### src/rtl/serial_adder_sequencer.sv
// rtl/serial_adder_sequencer.sv - bit-serial N-bit adder sharing one full-adder cell
// Operands shift out LSB first; the sum assembles MSB-first into a shift register.
module half_adder (
    input  logic i_a,
    input  logic i_b,
    output logic o_s,
    output logic o_c
);
    assign o_s = i_a ^ i_b;
    assign o_c = i_a & i_b;
endmodule

module serial_adder_sequencer #(
    parameter int WIDTH = 8
) (
    input  logic             i_clock,
    input  logic             i_reset_n,
    input  logic             i_start_valid,
    output logic             o_start_ready,
    input  logic [WIDTH-1:0] i_augend,
    input  logic [WIDTH-1:0] i_addend,
    input  logic             i_carry_in,
    output logic [WIDTH-1:0] o_sum,
    output logic             o_carry_out,
    output logic             o_result_valid,
    input  logic             i_result_ready,
    output logic             o_busy
);
    localparam int CW = $clog2(WIDTH + 1);
    localparam logic [CW-1:0] LAST_BIT = CW'(WIDTH - 1);

    typedef enum logic [1:0] {
        S_IDLE = 2'd0,
        S_RUN  = 2'd1,
        S_DONE = 2'd2
    } state_t;

    state_t           r_state;
    state_t           w_next;
    logic [WIDTH-1:0] r_aug;
    logic [WIDTH-1:0] r_add;
    logic [WIDTH-1:0] r_acc;
    logic [WIDTH-1:0] r_sum;
    logic [CW-1:0]    r_cnt;
    logic             r_carry;
    logic             r_cout;

    logic             w_s0;
    logic             w_c0;
    logic             w_sbit;
    logic             w_c1;
    logic             w_cnext;
    logic             w_last;
    logic [WIDTH-1:0] w_acc_next;

    half_adder u_ha0 (.i_a(r_aug[0]), .i_b(r_add[0]), .o_s(w_s0),   .o_c(w_c0));
    half_adder u_ha1 (.i_a(w_s0),     .i_b(r_carry),  .o_s(w_sbit), .o_c(w_c1));

    assign w_cnext = w_c0 | w_c1;
    assign w_last  = (r_cnt == LAST_BIT);

    // Each new sum bit enters at the MSB, so after WIDTH shifts bit 0 sits at the LSB.
    generate
        if (WIDTH == 1) begin : g_acc1
            assign w_acc_next = w_sbit;
        end else begin : g_accn
            assign w_acc_next = {w_sbit, r_acc[WIDTH-1:1]};
        end
    endgenerate

    always_comb begin
        w_next = r_state;
        case (r_state)
            S_IDLE:  if (i_start_valid) w_next = S_RUN;
            S_RUN:   if (w_last) w_next = S_DONE;
            S_DONE:  if (i_result_ready) w_next = S_IDLE;
            default: w_next = S_IDLE;
        endcase
    end

    always_ff @(posedge i_clock or negedge i_reset_n) begin
        if (!i_reset_n) begin
            r_state <= S_IDLE;
            r_aug   <= '0;
            r_add   <= '0;
            r_acc   <= '0;
            r_sum   <= '0;
            r_cnt   <= '0;
            r_carry <= 1'b0;
            r_cout  <= 1'b0;
        end else begin
            r_state <= w_next;
            case (r_state)
                S_IDLE: begin
                    if (i_start_valid) begin
                        r_aug   <= i_augend;
                        r_add   <= i_addend;
                        r_carry <= i_carry_in;
                        r_cnt   <= '0;
                    end
                end
                S_RUN: begin
                    r_acc   <= w_acc_next;
                    r_carry <= w_cnext;
                    r_aug   <= r_aug >> 1;
                    r_add   <= r_add >> 1;
                    r_cnt   <= r_cnt + CW'(1);
                    if (w_last) begin
                        r_sum  <= w_acc_next;
                        r_cout <= w_cnext;
                    end
                end
                default: ;
            endcase
        end
    end

    assign o_start_ready  = (r_state == S_IDLE) && i_reset_n;
    assign o_result_valid = (r_state == S_DONE);
    assign o_busy         = (r_state != S_IDLE);
    assign o_sum          = r_sum;
    assign o_carry_out    = r_cout;
endmodule

### config.mk
export PLATFORM = sky130hd
export DESIGN_NAME = serial_adder_sequencer
export DESIGN_NICKNAME = d
export VERILOG_FILES = /design/src/rtl/serial_adder_sequencer.sv
export SDC_FILE = /design/constraint.sdc
export NUM_CORES = 1
export LEC_CHECK = 0
export ABC_CLOCK_PERIOD_IN_PS = 2000
export CORE_AREA = 2 2 69 71
export CTS_CLUSTER_DIAMETER = 100
export DETAILED_ROUTE_END_ITERATION = 10
export DIE_AREA = 0 0 71 73
export PLACE_DENSITY_LB_ADDON = 0.08
export SYNTH_ARGS = -nofsm -noshare
export SYNTH_HDL_FRONTEND = slang
export SYNTH_HIERARCHICAL = 1
export SYNTH_SLANG_ARGS = --single-unit
### constraint.sdc
create_clock -name i_clock -period 2 [get_ports i_clock]
set_input_delay 0.4 -clock i_clock [delete_from_list [all_inputs] [get_ports i_clock]]
set_output_delay 0.4 -clock i_clock [all_outputs]
set_load 0.01 [all_outputs]
After elaboration in Yosys (flattened, before gate mapping)
Cells that the tools add are included.
{"block": "word_totals", "reg_bits": 40, "elab_cells": 39, "out_inout_bits": 12}
{"block": "op_classes", "n_bitwise": 5, "mux": 12, "n_eq_ne": 6, "reduce_logical": 7, "addsub": 1}
{"op": "8-bit one-hot mux with 2 select lines", "count": 2}
{"op": "8-bit 2-to-1 mux", "count": 2}
{"op": "4-bit one-hot mux with 2 select lines", "count": 1}
{"op": "2-bit 2-to-1 mux", "count": 3}
{"op": "2-bit one-hot mux with 3 select lines", "count": 1}
{"op": "4-bit by 1-bit adder with 4-bit output, second input constant", "count": 1}
{"op": "4-bit by 3-bit == test with 1-bit output, second input constant", "count": 1}
{"op": "4-bit 2-to-1 mux", "count": 1}
{"op": "2-bit != test, second input constant", "count": 2}
{"op": "2-bit AND reduction", "count": 2}
{"op": "2-bit nonzero test", "count": 2}
{"op": "3-bit AND reduction", "count": 1}
{"op": "1-bit AND", "count": 2}
{"op": "2-bit by 1-bit == test with 1-bit output, second input constant", "count": 1}
{"op": "2-bit == test, second input constant", "count": 1}
{"op": "2-bit zero test", "count": 1}
{"op": "2-bit by 1-bit != test with 1-bit output, second input constant", "count": 1}
{"op": "1-bit one-hot mux with 2 select lines", "count": 1}
{"op": "1-bit XOR", "count": 2}
{"op": "1-bit logical AND", "count": 1}
{"op": "1-bit 2-to-1 mux", "count": 1}
{"op": "1-bit bitwise OR", "count": 1}

Logic depth before layout (Yosys ltp)
{"block": "logic_depth", "ltp_word": 4, "mapped_depth": 5, "ltp_nobuf": 5}

Modules after synthesis
Netlist, hierarchy kept.
{"module": "serial_adder_sequencer", "seq_area_each_um2": 975.9, "cells_per_inst": 168, "instances": 1, "area_per_inst_um2": 1715.4}
{"module": "half_adder", "seq_area_each_um2": 0.0, "cells_per_inst": 1, "instances": 2, "area_per_inst_um2": 12.5}

Worst setup path after synthesis
OpenSTA, ideal clock, no wires.
{"block": "synth_path", "path_type": "reg-to-reg", "from": "register r_state[1]", "to": "register r_sum[0], in the netlist o_sum[0]", "path_stages_with_launch": 5, "setup_time_ns": 0.125, "path_buffers": 1, "slack_ns": 0.480, "t_arrival_ns": 1.395, "required_ns": 1.875, "cell_sequence": "dfrtp_1 > nand2b_1 > buf_6 > nor3_4 > mux2_2"}
{"block": "synth_between", "elab_chain_len": 2}
{"item": "start: declaration", "line_no": "38", "rtl": "state_t r_state;"}
{"item": "start signal: assignment", "line_no": "92", "rtl": "r_state <= w_next;"}
{"item": "2-bit by 1-bit == test with 1-bit output", "line_no": "93", "rtl": "case (r_state)"}
{"item": "2-bit AND reduction (no source line)"}
{"item": "end signal: assignment", "line_no": "109", "rtl": "r_sum <= w_acc_next;"}
{"item": "end: declaration", "line_no": "43", "rtl": "logic [WIDTH-1:0] r_sum;"}
Every way passes these cells.
A chain may end at the register's enable or synchronous reset.

Worst setup path in the final report
{"block": "layout_path", "from": "register r_state[1]", "to": "output o_busy"}
{"block": "layout_between", "elab_chain_len": 1}
{"item": "2-bit nonzero test", "line_no": "120", "rtl": "assign o_busy = (r_state != S_IDLE);"}
{"item": "end: declaration", "line_no": "27", "rtl": "output logic o_busy"}
Every way passes these cells.

==> results.json <==
{
  "via_per_inst": 4.91,
  "yosysWarningCount": 6,
  "yosys.area.top_type": "dfrtp_1",
  "synthMuxAreaShare_pct": 6.40,
  "yosysSeqAreaShare_pct": 56.1,
  "routed_wl_um": 3580,
  "wl_met3_um": 145,
  "synth_compound_area_share_pct": 16.0,
  "finalMaxSlewViolations": 0,
  "setup_viol": 0,
  "clockPowerShare_pct": 17.7,
  "clkSinkCount": 39,
  "wl_met1_um": 1720,
  "cts_buffers": 5,
  "synth_fa_ha_area_share_pct": 2.16,
  "dp.cells": 257,
  "start_util_pct": 38.4,
  "drtAntennaViolNets": 0,
  "yosys.cell_count.top_type": "dfrtp_1",
  "path_class": "reg -> out",
  "min_path_type": "in -> async",
  "clock_tree.buffer_depth": 2,
  "overflow": 0,
  "synthCells": 170,
  "synthXorXnorAreaFrac_pct": 0,
  "synth_top_area_share_pct": 56.1,
  "crit_required_ps": 1600,
  "switching_power_mw": 1.02,
  "start_kind": "flop",
  "area_growth_pct": 28.9,
  "rsz0062_at_grt": "false",
  "dieArea_mm2": 0.00518,
  "n_antenna_cell": 0,
  "syn_area_mm2": 0.00174,
  "vdd_ir_drop_max_mv": 0.523,
  "cts_tree": "built",
  "drc_errors": 0,
  "drive_gt1_share_pct": 14.3,
  "synthSimpleGateAreaFrac_pct": 16.1,
  "grt_max_degree": 40,
  "htreeDepth": 2,
  "timing.hold.ws_ps": 189,
  "syn_area_per_cell_um2": 10.2,
  "cts_hold_buffers": 0,
  "rows": 25,
  "final_hold_viol_count": 0,
  "synth_top_family_by_area": "simple AND/OR/NAND/NOR gates",
  "ys_types": 24,
  "slew_headroom_pct": 64.9,
  "track_usage_pct": 15.7,
  "p_leak_nw": 1.03,
  "io_pins": 33,
  "intPower_mw": 2.00,
  "total_power_mw": 3.03,
  "die_h_um": 73,
  "fin_tns_setup_ps": 0,
  "synth_common_cells": "39 x dfrtp_1, 36 x nand2_1, 17 x o21ai_0, 12 x a22oi_1, 11 x a21oi_1",
  "pwr-share-seq_pct": 43.9,
  "synth_seq_cells": 39,
  "maxCapViolCount": 0,
  "fin_crit_sh_pct": 95.8,
  "swShare_pct": 33.9,
  "first_global_vias": 1285,
  "gp_congestion": 0.780,
  "first_iter_violations": 98,
  "skew_ps": 3.84,
  "synth.area.top_cells": "dfrtp_1 56%, nand2_1 7.8%, mux2_2 5.8%",
  "synth_edf_count": 0,
  "max_clock_freq_mhz": 522,
  "worstMarginPinSlew_ps": 524,
  "layout.cells.non_filler": 264,
  "clk_latency_ps": 290,
  "die_x_um": 71,
  "path_clk_slew_ps": 70,
  "vias": 1295,
  "wl_per_cell_um": 13.6,
  "io_buffers": 32,
  "grt_pass1_wl_um": 6280,
  "core_area_mm2": 0.00454,
  "syn_nets": 194,
  "comb_power_share_pct": 38.4,
  "power_density_mw_per_mm2": 1350,
  "outcome": "complete, no violations",
  "async_flop_share_pct": 100,
  "min_period_ps": 1920,
  "endpoint_kind": "primary output",
  "crit_arrival_ps": 1520,
  "path_max_fanout": 6,
  "cts_root_buf": "clkbuf_8",
  "antenna_found_initial": 0,
  "synthFlopType": "dfrtp_1",
  "firstDrtPassIters": 4,
  "nNetsFinal": 234,
  "highest_layer": "met4",
  "hpwlAfterDp_um": 2510,
  "met2_length_um": 1680
}
## flip-flops by register name, summed over array words and instances (netlist names)
signal / cells
r_add: 8
r_cnt: 4
r_carry: 1
r_aug: 8
r_acc: 7
o_sum: 8
o_carry_out: 1
r_state: 2
## per-stage QoR
stage	utilization [%]	setup WS (ps)	area, um^2
3_3_place_gp	47.6	257	2160
6_report	49.5	84.3	2240
3_5_place_dp	47.6	249	2160
4_1_cts	49.4	59.4	2240
2_1_floorplan	-	480	1740
5_1_grt	49.5	17.8	2240
## placed cells by master, fill, tap and decap left out, types with 2 or more instances in the layout
cell type / count
nor2b_1: 10
clkdlybuf4s50_1: 29
clkbuf_8: 6
and3b_1: 2
ha_1: 3
mux2_2: 9
nand3_1: 2
nand2_1: 36
a22o_1: 2
a22oi_1: 12
buf_4: 10
nor2_1: 5
a21oi_1: 11
o21ai_0: 17
dfrtp_1: 38
inv_1: 4
dlygate4sd2_1: 2
## routing by layer
layer | up-vias | track usage (%)
met3 | 4 | 4.83
li1 | 660 | -
met1 | 612 | 21.1
met5 | - | 0
met2 | 19 | 23.9
met4 | 0 | 6.29
## final timing paths
check | cells after the start | end | start | slack [ps]
max | 2 | o_busy | r_state[1]$_DFFE_PN0P_ | 80
min | 2 | r_aug[6]$_DFFE_PN0P_ | i_reset_n | 190
max reg2reg | 4 | o_sum[7]$_DFFE_PN0P_ | r_cnt[0]$_DFFE_PN0P_ | 390
min reg2reg | 2 | r_add[3]$_DFFE_PN0P_ | r_add[3]$_DFFE_PN0P_ | 490
max in group asynchronous | 2 | r_state[1]$_DFFE_PN0P_ | i_reset_n | 1450
min in group i_clock | 2 | r_add[3]$_DFFE_PN0P_ | r_add[3]$_DFFE_PN0P_ | 490
## area by class of cell
| class | count | area (um^2) |
|---|---|---|
| Clock buffer | 6 | 82.6 |
| Clock inverter | 1 | 5.00 |
| Fill cell | 413 | 2290 |
| Inverter | 4 | 15.0 |
| Multi-Input combinational cell | 118 | 708 |
| Sequential cell | 39 | 977 |
| Tap cell | 54 | 67.6 |
| Timing Repair Buffer | 42 | 388 |
## power by group through the flow
stage	Combinational (mW)	Sequential, mW	Clock, mW
after floorplan	0.702	1.34	0
after global placement	1.17	1.34	0
after detailed placement	1.19	1.35	0
after CTS	1.19	1.33	0.551
after global routing	1.32	1.38	0.590
final	1.16	1.33	0.537
## critical path: stages, from the launching register on
cell             delay, ps
dfrtp_2                430
or2_2                  300
clkdlybuf4s50_1        490
## kinds of logic (layout without fill, tap and decap cells)
kind of cell	after synthesis	count (layout)
simple gates	59	59
fa+ha+maj	3	3
buf+inv	13	53
flops	39	39
mux	10	10
compound gates	46	46
## timing repair
item,CTS,global route
hold endpoints to repair,0,0
endpoints found under the setup margin,2,1
buffers inserted,0,0
gates resized for setup,2,1
gates cloned,0,0
Note: power is estimated with default switching activity, not from simulation.
